[config.mk]
export PLATFORM = sky130hd
export DESIGN_NAME = flt2fix
export DESIGN_NICKNAME = d
export VERILOG_FILES = /design/src/rtl/fp_pkg.sv /design/src/rtl/fp_round_rne.sv /design/src/rtl/flt2fix.sv
export SDC_FILE = /design/constraint.sdc
export NUM_CORES = 1
export LEC_CHECK = 0
export BUFFER_PORTS_ARGS = -buffer_cell sky130_fd_sc_hd__buf_2
export CAP_MARGIN = 20
export CORE_MARGIN = 10
export CORE_UTILIZATION = 37
export DETAILED_ROUTE_END_ITERATION = 12
export PLACE_DENSITY = 0.57
export SLEW_MARGIN = 20
export SYNTH_ARGS = -nofsm -noshare
export SYNTH_HDL_FRONTEND = slang
export SYNTH_HIERARCHICAL = 1
export SYNTH_SLANG_ARGS = --single-unit
export TNS_END_PERCENT = 10
[constraint.sdc]
create_clock -name clk -period 3.35 [get_ports clk]
set_input_delay 0.5025 -clock clk [delete_from_list [all_inputs] [get_ports clk]]
set_output_delay 0.5025 -clock clk [all_outputs]
set_load 0.01 [all_outputs]
[src/rtl/fp_pkg.sv]
// Shared definitions for the float <-> Q8.8 fixed-point converters:
// FSM state encoding, binary16 field limits and Q8.8 saturation values.
package fp_pkg;

   typedef enum logic [2:0] {
      S_IDLE,
      S_RD_LO,
      S_RD_HI,
      S_CLASS,
      S_SHIFT,
      S_ROUND,
      S_WR_LO,
      S_WR_HI
   } state_t;

   localparam logic [4:0]  FP16_BIAS    = 5'd15;
   localparam logic [4:0]  FP16_EXP_MAX = 5'd31;
   localparam logic [15:0] Q88_POS_SAT  = 16'h7FFF;
   localparam logic [15:0] Q88_NEG_SAT  = 16'h8000;
   localparam logic [4:0]  Q88_EXP_SAT  = 5'd22;
   localparam logic [4:0]  Q88_EXP_ZERO = 5'd5;

   // Exponent at which {1,m} already sits at the Q8.8 binary point (no shift).
   localparam logic [4:0]  Q88_EXP_POINT = FP16_BIAS + 5'd2;

   function automatic logic [15:0] sat_by_sign(input logic sign);
      return sign ? Q88_NEG_SAT : Q88_POS_SAT;
   endfunction

endpackage

[src/rtl/fp_round_rne.sv]
// Round-to-nearest-even on an unsigned magnitude with guard/sticky bits,
// then apply the sign to give a 16-bit two's-complement result.
module fp_round_rne (
   input  logic [15:0] i_mag,
   input  logic        i_guard,
   input  logic        i_sticky,
   input  logic        i_sign,
   output logic [15:0] o_result
);

   logic        w_round_up;
   logic [15:0] w_mag_rnd;

   // Ties (guard set, sticky clear) round up only when the kept LSB is odd.
   assign w_round_up = i_guard & (i_sticky | i_mag[0]);
   assign w_mag_rnd  = i_mag + {15'd0, w_round_up};
   assign o_result   = i_sign ? (~w_mag_rnd + 16'd1) : w_mag_rnd;

endmodule

[src/rtl/flt2fix.sv]
// Iterative binary16 -> Q8.8 converter: reads two bytes from data memory,
// shifts the significand one bit per cycle, rounds and writes two bytes back.
module flt2fix
   import fp_pkg::*;
#(
   parameter int AW       = 8,
   parameter int IN_ADDR  = 0,
   parameter int OUT_ADDR = 2
) (
   input  logic          clk,
   input  logic          reset,
   input  logic          start,
   output logic          done,
   output logic [AW-1:0] mem_addr,
   output logic          mem_wr_en,
   output logic [7:0]    mem_wdata,
   input  logic [7:0]    mem_rdata
);

   state_t      r_state, w_next;
   logic [7:0]  r_flt_lo, r_flt_hi;
   logic [15:0] r_mag, r_force_val, r_result;
   logic        r_guard, r_sticky, r_left, r_force, r_done;
   logic [3:0]  r_cnt;

   logic        w_sign;
   logic [4:0]  w_exp;
   logic [9:0]  w_man;
   logic [3:0]  w_k;
   logic        w_left, w_force;
   logic [15:0] w_force_val, w_rounded;

   assign {w_sign, w_exp, w_man} = {r_flt_hi, r_flt_lo};
   assign done = r_done;

   // NOTE: every always_comb output gets a default first so no path leaves it unassigned (no latch).
   always_comb begin
      w_k         = '0;
      w_left      = 1'b0;
      w_force     = 1'b1;
      w_force_val = '0;
      // Exponents up to Q88_EXP_ZERO (incl. zero/subnormal) stay below half an LSB.
      if (w_exp > Q88_EXP_ZERO) begin
         if (w_exp == FP16_EXP_MAX) begin
            w_force_val = (w_man != '0) ? Q88_POS_SAT : sat_by_sign(w_sign);
         end else if (w_exp >= Q88_EXP_SAT) begin
            w_force_val = sat_by_sign(w_sign);
         end else if (w_exp >= Q88_EXP_POINT) begin
            w_force = 1'b0;
            w_left  = 1'b1;
            w_k     = 4'(w_exp - Q88_EXP_POINT);
         end else begin
            w_force = 1'b0;
            w_k     = 4'(Q88_EXP_POINT - w_exp);
         end
      end
   end

   always_comb begin
      w_next    = r_state;
      mem_addr  = '0;
      mem_wr_en = 1'b0;
      mem_wdata = '0;
      case (r_state)
         S_IDLE:  if (start) w_next = S_RD_LO;
         S_RD_LO: begin
            mem_addr = AW'(IN_ADDR);
            w_next   = S_RD_HI;
         end
         S_RD_HI: begin
            mem_addr = AW'(IN_ADDR + 1);
            w_next   = S_CLASS;
         end
         S_CLASS: w_next = (w_k == '0) ? S_ROUND : S_SHIFT;
         S_SHIFT: if (r_cnt == 4'd1) w_next = S_ROUND;
         S_ROUND: w_next = S_WR_LO;
         S_WR_LO: begin
            mem_addr  = AW'(OUT_ADDR);
            mem_wr_en = 1'b1;
            mem_wdata = r_result[7:0];
            w_next    = S_WR_HI;
         end
         S_WR_HI: begin
            mem_addr  = AW'(OUT_ADDR + 1);
            mem_wr_en = 1'b1;
            mem_wdata = r_result[15:8];
            w_next    = S_IDLE;
         end
         default: w_next = S_IDLE;
      endcase
   end

   // NOTE: sequential state uses non-blocking assignments so all registers update from pre-edge values.
   always_ff @(posedge clk) begin
      if (!reset) r_state <= S_IDLE;
      else        r_state <= w_next;
   end

   always_ff @(posedge clk) begin
      if (!reset) begin
         r_flt_lo    <= '0;
         r_flt_hi    <= '0;
         r_mag       <= '0;
         r_guard     <= 1'b0;
         r_sticky    <= 1'b0;
         r_left      <= 1'b0;
         r_force     <= 1'b0;
         r_force_val <= '0;
         r_cnt       <= '0;
         r_result    <= '0;
         r_done      <= 1'b0;
      end else begin
         case (r_state)
            S_IDLE:  if (start) r_done <= 1'b0;
            S_RD_LO: r_flt_lo <= mem_rdata;
            S_RD_HI: r_flt_hi <= mem_rdata;
            S_CLASS: begin
               r_mag       <= {5'd0, 1'b1, w_man};
               r_guard     <= 1'b0;
               r_sticky    <= 1'b0;
               r_left      <= w_left;
               r_force     <= w_force;
               r_force_val <= w_force_val;
               r_cnt       <= w_k;
            end
            S_SHIFT: begin
               r_cnt <= r_cnt - 4'd1;
               if (r_left) begin
                  r_mag <= {r_mag[14:0], 1'b0};
               end else begin
                  // Bits leaving the LSB pass through guard, then accumulate in sticky.
                  r_mag    <= {1'b0, r_mag[15:1]};
                  r_guard  <= r_mag[0];
                  r_sticky <= r_sticky | r_guard;
               end
            end
            S_ROUND: r_result <= r_force ? r_force_val : w_rounded;
            S_WR_HI: r_done   <= 1'b1;
            default: ;
         endcase
      end
   end

   fp_round_rne u_round (
      .i_mag    (r_mag),
      .i_guard  (r_guard),
      .i_sticky (r_sticky),
      .i_sign   (w_sign),
      .o_result (w_rounded)
   );

endmodule

==> results.md, run 1 <==
- Register area share after synthesis: 0.285
- Synthesis warning total: 6
- Post-route cell area: 0.00477 sq mm
- Setup bufs post-CTS: 0
- Max Buffers Root-to-Sink: 2
- Crit share post-route: 0.918
- Die X: 128 um
- GP Congestion: 0.897
- Post-cts resize count: 0
- Overflow after GRT: 0
- IO Port Bufs: 22
- H-tree depth: 3
- Starting Density: 0.379
- Total die area: 0.0165 sq mm
- Rows: 39
- Clock power share: 0.341
- Crit start category: flip-flop
- Max stage delay on crit path: 0.49 ns
- Filler cells: roughly 1200
- Root buffer cell: clkbuf_16
- Clock skew: 0.00910 ns
- Fin. max-slew vios: 0
- IO Pins: 29
- Global-route wire length before repair: 17.9 mm
- Vias per cell: between 5 and 6
- End-of-flow core utilization: 0.416
- Max cap viols: 0
- VDD IR max: 0.286 mV
- Largest net degree at the start of global routing: 40
- Syn-to-layout area delta: 9.69%
- Total power draw: about 3 mW
- Max Freq: 0.325 GHz
- Sw Ratio: 0.345
- Crit Path Class: reg2reg
- Post-synth EDFFs: 0
- Net Sw Power: slightly above 1 mW
- Detailed placement HPWL: 7.48 mm
- Worst path most repeated cell: nand2_1
- CP max-delay cell: or3_1
- Commonest non-fill, non-tap cell in the layout: nand2_1
- Cell area after synthesis: about 0.0044 sq mm
- Worst-path maximum fanout: 9
- Via count: ~3700
- Fin. Hold Viols: 0
- CP required: 3.57 ns
- DRT Pass-1 Iters: 5
- Crit path capture type: flip-flop
- PwrDens: 620 mW/mm^2
- GRT Total Usage: 0.128
- ANT nets after route: 0
- Final wirelength: about 10 mm
- Vias in the first global route: between 3000 and 4000
- Worst min path class: in2reg
- Logic pwr share: 0.298
- Most used cells in the layout excluding fill and tap cells: nand2_1, dfxtp_1, mux2i_1
- Initial antenna violation count: 0
- Placement Cell Area: between 0.004 and 0.005 sq mm
- Library cells used by synthesis: 71
- RSZ-0062 raised after global routing: no
- Leak pwr: 1.96 nW
- Worst-Margin Slew: 0.964 ns
- CP Cell Sequence: o21a_1, ha_1, ha_2, nand2_1, or3_1, nor3_1, xor2_1, o41ai_2, xnor2_1, mux2i_1, nand2_1, o211a_1
- P_int: 1.94 mW
- Final Net Count: 562
- Share of cells above drive strength 1: 0.123
- Mapped Cells: 544
- Num CTS Buffers: 9
- # hold bufs at CTS: 0
- Status: finished, final reports clean
- Routed length per instance: 15.3 um
- CP Data Arrival Time: 3.29 ns
- TNS Setup: 0 ns
- Die height: 128 um
- Main synth FF type: dfxtp_1
- Clk_lat worst skew: about 0.33 ns
- Sink Count: 62
- Detailed Route Iter0 Violations: around 280
- CP Buf/Inv Count: 0
- Core area: 0.0115 sq mm
- Clock slew at reported path FFs: 0.06 ns
- Antenna diodes: 0
- Final setup viols: 0
- Async SR Flop Fraction: 0
- CTS tree: built
- Flop pwr share: 0.360
- Post-route minimum period: 3.08 ns
- #FFs+latches synth: between 60 and 70
- Slew headroom: 0.357
- Worst path top cell family by delay: simple AND/OR/NAND/NOR gates
- # DRC: 0
- Syn Area/Cell: 8.00 sq um
[per-stage QoR]
step	std cells	hold WS [ns]	worst slack (ns)
finish	686	0.439	0.275
global route	686	0.452	0.00461
CTS	686	0.434	0.170
detailed placement	671	0.465	0.193
global placement	671	0.453	0.264
floorplan	549	0.436	0.563
[layout make-up]
class / count / area [sq um] / share of cell area
Sequential cell: 62 / 1240 / 0.260
Clock inverter: 3 / 67.6 / 0.0142
Tap cell: 143 / 179 / 0.0375
Clock buffer: 12 / 256 / 0.0537
Timing Repair Buffer: 27 / 148 / 0.0309
Inverter: 16 / 60.1 / 0.0126
Multi-Input combinational cell: 423 / 2820 / 0.591
[worst min-delay path, cell delays in order]
cell,delay (ns)
buf_2,0.09
a21oi_1,0.05
nor2b_1,0.09
[synthesized netlist by cell type (all sizes together) (5+ instances only)]
| master | number | share of area |
|---|---|---|
| mux2i | 33 | 0.076 |
| ha | 12 | 0.035 |
| nand2 | 89 | 0.077 |
| a21oi | 26 | 0.032 |
| nor4 | 6 | 0.0086 |
| nor2 | 28 | 0.024 |
| nor3 | 10 | 0.015 |
| and2 | 11 | 0.016 |
| dfxtp | 62 | 0.29 |
| buf | 27 | 0.041 |
| a21boi | 6 | 0.010 |
| o21ai | 20 | 0.024 |
| or2 | 5 | 0.0072 |
| or3 | 7 | 0.011 |
| o211a | 17 | 0.039 |
| and3 | 12 | 0.018 |
| inv | 16 | 0.014 |
| nor2b | 20 | 0.029 |
| xnor2 | 21 | 0.042 |
| nand3 | 20 | 0.025 |
| nand4 | 7 | 0.012 |
| o211ai | 5 | 0.0086 |
| clkbuf | 21 | 0.018 |
| xor2 | 12 | 0.024 |
[per-layer routing]
metal | GRT usage | wire, um | up-vias
met4 | 0.0457 | 217 | 0
met1 | 0.162 | 4910 | 1759
li1 | - | - | 1872
met5 | 0 | 0 | -
met3 | 0.0304 | 413 | 17
met2 | 0.208 | 4940 | 72
[flip-flops by register name, indices dropped and copies added, names as in the netlist, 2 cells and up]
register     cells
r_force_val      2
r_flt_lo         8
r_result        16
r_cnt            4
r_flt_hi         8
r_mag           16
r_state          3
[worst paths after layout]
path	start	to	slack [ns]	cells after the start
worst max register to register	r_mag[0]	r_result[15]	0.27	12
worst min register to register	r_force_val[14]	r_force_val[14]	0.47	2
worst max-delay path	r_mag[0]	r_result[15]	0.27	12
worst min-delay path	mem_rdata[3]	r_flt_hi[3]	0.44	3
[power by group through the flow]
stage | Combinational (mW) | Sequential (mW) | Clock (mW)
after floorplan | 0.872 | 0.921 | 0
after global placement | 0.864 | 1.07 | 0
after detailed placement | 0.881 | 1.08 | 0
after CTS | 0.887 | 1.06 | 1.03
after global routing | 0.992 | 1.10 | 1.06
final | 0.882 | 1.07 | 1.01
[logic make-up after synthesis]
kind of cell    share of synthesized area
buf+inv                            0.0725
compound gates                      0.179
flops                               0.285
mux                                0.0837
xor+xnor                           0.0664
other cells                      0.000862
simple gates                        0.278
fa+ha+maj                          0.0345
Power figures use the tool's default switching activity.
==> run 2: changes to the inputs <==
--- a/config.mk
+++ b/config.mk
@@ -10,6 +10,7 @@
 export CORE_MARGIN = 10
 export CORE_UTILIZATION = 37
 export DETAILED_ROUTE_END_ITERATION = 12
+export MAX_ROUTING_LAYER = met4
 export PLACE_DENSITY = 0.57
 export SLEW_MARGIN = 20
 export SYNTH_ARGS = -nofsm -noshare
==> run 2 against run 1 <==
Effect of this change:
- maximum frequency rose by 0.55%
- hold slack better by 0.0034 ns
- clock power hardly changed
- via count fell by 1.2%
- non-clock buffer count rose by 1
- core utilization increased by 0.065 points
- power is 0.29% higher
- worst setup slack gained 0.017 ns
- die area unchanged
- largest cell class unchanged
==> results.md, run 2 (synthesis results as in run 1) <==
- Fin. max-slew vios: 0
- Routed length per instance: 15.0 um
- Max stage delay on crit path: 0.47 ns
- CTS tree: built
- Vias per cell: between 5 and 6
- CP Buf/Inv Count: 0
- Worst r2r dst: r_result[15]
- Die X: about 130 um
- Max cap viols: 0
- DR WL met3: between 300 and 400 um
- Max Freq: 0.327 GHz
- PwrDens: ~620 mW/mm^2
- Commonest non-fill, non-tap cell in the layout: nand2_1
- Die height: 128 um
- Biggest regs: r_mag: 16 flops, r_result: 16 flops
- Total power draw: 2.97 mW
- End-of-flow core utilization: 0.417
- Core area: 0.0115 sq mm
- Leak pwr: 1.97 nW
- Clock skew: 0.00915 ns
- Total die area: around 0.016 sq mm
- Multi-input gate area: 0.00282 sq mm
- Max Used Layer: met4
- GRT Total Usage: 0.133
- Status: finished, final reports clean
- Final wirelength: 10.3 mm
- Vias in the first global route: 3564
- Crit Path Class: reg2reg
- HP Start: mem_rdata[5]
- Slew headroom: 0.365
- IO Port Bufs: 22
- CP Cell Sequence: o21a_1, ha_1, ha_2, nand2_1, or3_1, nor3_1, xor2_1, o41ai_2, xnor2_1, mux2i_1, nand2_1, o211a_1
- Clock slew at reported path FFs: 0.06 ns
- Detailed Route Iter0 Violations: 163
- Largest net degree at the start of global routing: 38
- Max Buffers Root-to-Sink: 2
- DRT Pass-1 Iters: 4
- Detailed placement HPWL: 7.44 mm
- Clk_lat worst skew: roughly 0.33 ns
- TNS Setup: 0 ns
- Final setup viols: 0
- CP Data Arrival Time: 3.28 ns
- IO Pins: 29
- H-tree depth: 3
- Register Area: 0.00124 sq mm
- Worst-path maximum fanout: 9
- CP max-delay cell: or3_1
- # DRC: 0
- Worst path most repeated cell: nand2_1
- Crit path capture type: flip-flop
- Met1 WL: 5.05 mm
- Filler cells: ~1200
- Overflow after GRT: 0
- Sink Count: 62
- Via count: 3674
- Most used cells in the layout excluding fill and tap cells: nand2_1, dfxtp_1, mux2i_1
- VDD IR max: 0.250 mV
- GP Congestion: 0.851
- Root buffer cell: clkbuf_16
- WL met2: 4.81 mm
- Worst-Margin Slew: roughly 0.95 ns
- # hold bufs at CTS: 0
- Hold path cells: 3
- ANT nets after route: 0
- Global-route wire length before repair: roughly 18 mm
- Post-route minimum period: approximately 3.1 ns
- Worst Hold End: r_flt_hi[5]
- Crit start category: flip-flop
- Crit share post-route: 0.913
- Post-cts resize count: 0
- Starting Density: 0.379
- CP required: ~3.6 ns
- R2R Path Start: r_mag[0]
- Rows: 39
- Fin. Hold Viols: 0
- Final Net Count: 563
- Worst R2R Path Depth: 12
- Setup bufs post-CTS: 0
- Worst path top cell family by delay: simple AND/OR/NAND/NOR gates
- Worst min path class: in2reg
- Num CTS Buffers: 9
- FF-to-FF setup slack: 0.29 ns
- Share of cells above drive strength 1: 0.127
- RSZ-0062 raised after global routing: no
- Antenna diodes: 0
- Syn-to-layout area delta: 9.86%
- Initial antenna violation count: 0
[run 2: cell count changes in the layout (fill, tap and decap cells not counted)]
cell      delta
buf_4        +1
clkbuf_8     -1
inv_6        +1
clkinv_2     +1
[run 2: area by class of cell]
| class | instances | share of cell area |
|---|---|---|
| multi-input cells | 423 | 0.590 |
| flip-flops and latches | 62 | 0.260 |
| clock buffers | 11 | 0.0508 |
| well taps | 143 | 0.0374 |
| repair buffers | 28 | 0.0325 |
| clock inverters | 5 | 0.0170 |
| inverters | 16 | 0.0126 |
[run 2: layer usage]
metal / global-route usage / vias up
met2: 0.211 / 52
met3: 0.0300 / 10
li1: - / 1882
met4: 0.0351 / 0
met1: 0.167 / 1730
met5: - / -
[run 2: stage by stage]
| stage | std cells | hold WS, ns | worst slack [ns] | area [sq um] |
|---|---|---|---|---|
| 2_1_floorplan | 549 | 0.436 | 0.563 | 4370 |
| 3_3_place_gp | 672 | 0.453 | 0.285 | 4450 |
| 3_5_place_dp | 672 | 0.478 | 0.250 | 4450 |
| 4_1_cts | 688 | 0.432 | 0.218 | 4780 |
| 5_1_grt | 688 | 0.457 | 0.0225 | 4780 |
| 6_report | 688 | 0.442 | 0.292 | 4780 |
[run 2: report_power, final]
group          switching, mW  internal (mW)
logic                  0.473          0.412
clock network          0.343          0.673
registers              0.224          0.841
total                   1.04           1.93
[run 2: worst max-delay path by stage]
stage                     depth (start not counted)           end  slack (ns)     start
after floorplan                                  13  r_result[11]        0.56  r_mag[0]
after global placement                           12  r_result[15]        0.29  r_mag[0]
after detailed placement                         12  r_result[15]        0.25  r_mag[0]
after CTS                                        12  r_result[15]        0.22  r_mag[0]
after global routing                             12  r_result[15]        0.02  r_mag[0]
final                                            12  r_result[15]        0.29  r_mag[0]
[run 2: worst min-delay path, cell delays in order]
cell     delay (ns)
buf_2          0.09
a21oi_1        0.06
nor2b_1        0.09
==> run 3: changes to the inputs <==
--- a/config.mk
+++ b/config.mk
@@ -11,7 +11,6 @@
 export CORE_UTILIZATION = 37
 export DETAILED_ROUTE_END_ITERATION = 12
 export MAX_ROUTING_LAYER = met4
-export PLACE_DENSITY = 0.57
 export SLEW_MARGIN = 20
 export SYNTH_ARGS = -nofsm -noshare
 export SYNTH_HDL_FRONTEND = slang
==> run 3 against run 2 <==
Effect of this change:
- power is 6.2% lower
- sequential power about the same
- combinational power up 0.9%
- global-route usage down 0.51 points
- via count grew 0.41%
- clock skew about the same
- cell area decreased by 1.2%
- non-clock buffer count is 1 lower
- first-iteration DRC count rose by 72%
- count of clock-buffer cells in the layout unchanged
- hold slack improved by 0.0048 ns
- critical endpoint unchanged
- largest cell class unchanged
==> results.md, run 3 (synthesis results as in run 1) <==
- TNS Setup: 0 ns
- Status: finished, final reports clean
- RSZ-0062 raised after global routing: no
- Fin. max-slew vios: 0
- Largest net degree at the start of global routing: 65
- Worst-Margin Slew: 0.966 ns
- Worst min path class: in2reg
- Leak pwr: 1.95 nW
- Max cap viols: 0
- Sink Count: 62
- H-tree depth: 3
- # DRC: 0
- Die height: 128 um
- Starting Density: 0.379
- Clock slew at reported path FFs: 0.06 ns
- DRT Pass-1 Iters: 5
- Post-route cell area: between 0.004 and 0.005 sq mm
- Core area: 0.0115 sq mm
- Worst R2R Path Depth: 12
- Crit start category: flip-flop
- IO Pins: 29
- Num CTS Buffers: 9
- GRT Total Usage: 0.128
- CTS tree: built
- GP Congestion: 0.899
- CP Data Arrival Time: 3.29 ns
- Share of cells above drive strength 1: 0.123
- Crit path capture type: flip-flop
- Initial antenna violation count: 0
- Biggest regs: r_mag: 16 flops, r_result: 16 flops
- Post-route minimum period: slightly above 3 ns
- Placement Cell Area: 0.00445 sq mm
- Via count: 3689
- Final Net Count: 562
- Worst setup path end: r_result[15]
- Antenna diodes: 0
- Routed length per instance: 14.9 um
- Vias per cell: 5.38
- FF-to-FF setup slack: 0.27 ns
- Rows: 39
- Fin. Hold Viols: 0
- Vias in the first global route: 3498
- # hold bufs at CTS: 0
- Most used cells in the layout excluding fill and tap cells: nand2_1, dfxtp_1, mux2i_1
- Crit Path Class: reg2reg
- Commonest non-fill, non-tap cell in the layout: nand2_1
- IO Port Bufs: 22
- Crit share post-route: 0.918
- Overflow after GRT: 0
- Max Freq: 0.325 GHz
- Final wirelength: a little over 10 mm
- PwrDens: slightly below 600 mW/mm^2
- Setup bufs post-CTS: 0
- Clk_lat worst skew: about 0.33 ns
- Global-route wire length before repair: 17.2 mm
- Syn-to-layout area delta: 8.60%
- Slew headroom: 0.356
- Clock skew: 0.00902 ns
- R2R Path Start: r_mag[0]
- VDD IR max: 0.336 mV
- Worst setup path start: r_mag[0]
- Worst-path maximum fanout: 9
- Register Area: 0.00124 sq mm
- Detailed Route Iter0 Violations: 280
- Worst r2r dst: r_result[15]
- Die X: between 100 and 150 um
- Final setup viols: 0
- Filler cells: around 1100
- Max Buffers Root-to-Sink: 2
- Root buffer cell: clkbuf_16
- Total die area: between 0.015 and 0.02 sq mm
- Detailed placement HPWL: 7.27 mm
- ANT nets after route: 0
- CP required: 3.56 ns
- Multi-input gate area: 0.00283 sq mm
==> run 3: cell types whose count changed in the layout (fill, tap and decap cells not counted), sizes merged <==
cell and delta:
clkinv +3, inv -1, bufinv -2, clkinvlp -1
buf -1
==> run 3: worst min-delay path by stage <==
stage | start | to | depth (start not counted)
floorplan | r_force_val[14] | r_force_val[14] | 2
global placement | r_sticky | r_sticky | 2
detailed placement | r_force_val[14] | r_force_val[14] | 2
CTS | mem_rdata[0] | r_flt_hi[0] | 3
global route | mem_rdata[1] | r_flt_lo[1] | 3
finish | mem_rdata[5] | r_flt_hi[5] | 3
==> run 3: layer usage <==
layer,up-vias,GRT usage,part of all wire
li1,1869,-,-
met1,1739,0.158,0.48
met2,67,0.199,0.46
met3,14,0.0345,0.041
met4,0,0.0404,0.017
met5,-,-,0
==> run 3: final cells by class <==
type | instances | area share
Clock inverter | 4 | 0.00503
Sequential cell | 62 | 0.263
Tap cell | 143 | 0.0379
Clock buffer | 11 | 0.0514
Timing Repair Buffer | 27 | 0.0313
Inverter | 16 | 0.0127
Multi-Input combinational cell | 423 | 0.599
==> run 3: what timing repair did <==
action	CTS	global route
hold endpoints to repair	0	0
resized for setup	0	2
endpoints found under the setup margin	0	2
==> run 3: critical path, cell delays in order (launching register included) <==
cell and delay [ns]:
dfxtp_1 0.40, o21a_1 0.14, ha_1 0.28, ha_4 0.24, nand2_1 0.08, or3_1 0.48, nor3_1 0.21, xor2_1 0.16
o41ai_2 0.45, xnor2_1 0.12, mux2i_1 0.18, nand2_1 0.09, o211a_1 0.14
==> run 3: power breakdown <==
part           switching (mW)  internal [mW]
Combinational           0.480          0.413
Sequential              0.219          0.842
Clock                   0.317          0.513
Total                    1.02           1.77
==> run 3: metrics by stage <==
stage / setup slack, ns / power [mW] / instances / hold slack, ns / utilization
after CTS: 0.188 / 2.80 / 686 / 0.439 / 0.411
after detailed placement: 0.226 / 1.96 / 671 / 0.472 / 0.388
after global placement: 0.257 / 1.94 / 671 / 0.453 / 0.388
after global routing: 0.0572 / 2.96 / 686 / 0.444 / 0.412
final: 0.275 / 2.78 / 686 / 0.447 / 0.412
after floorplan: 0.563 / 1.79 / 549 / 0.436 / -
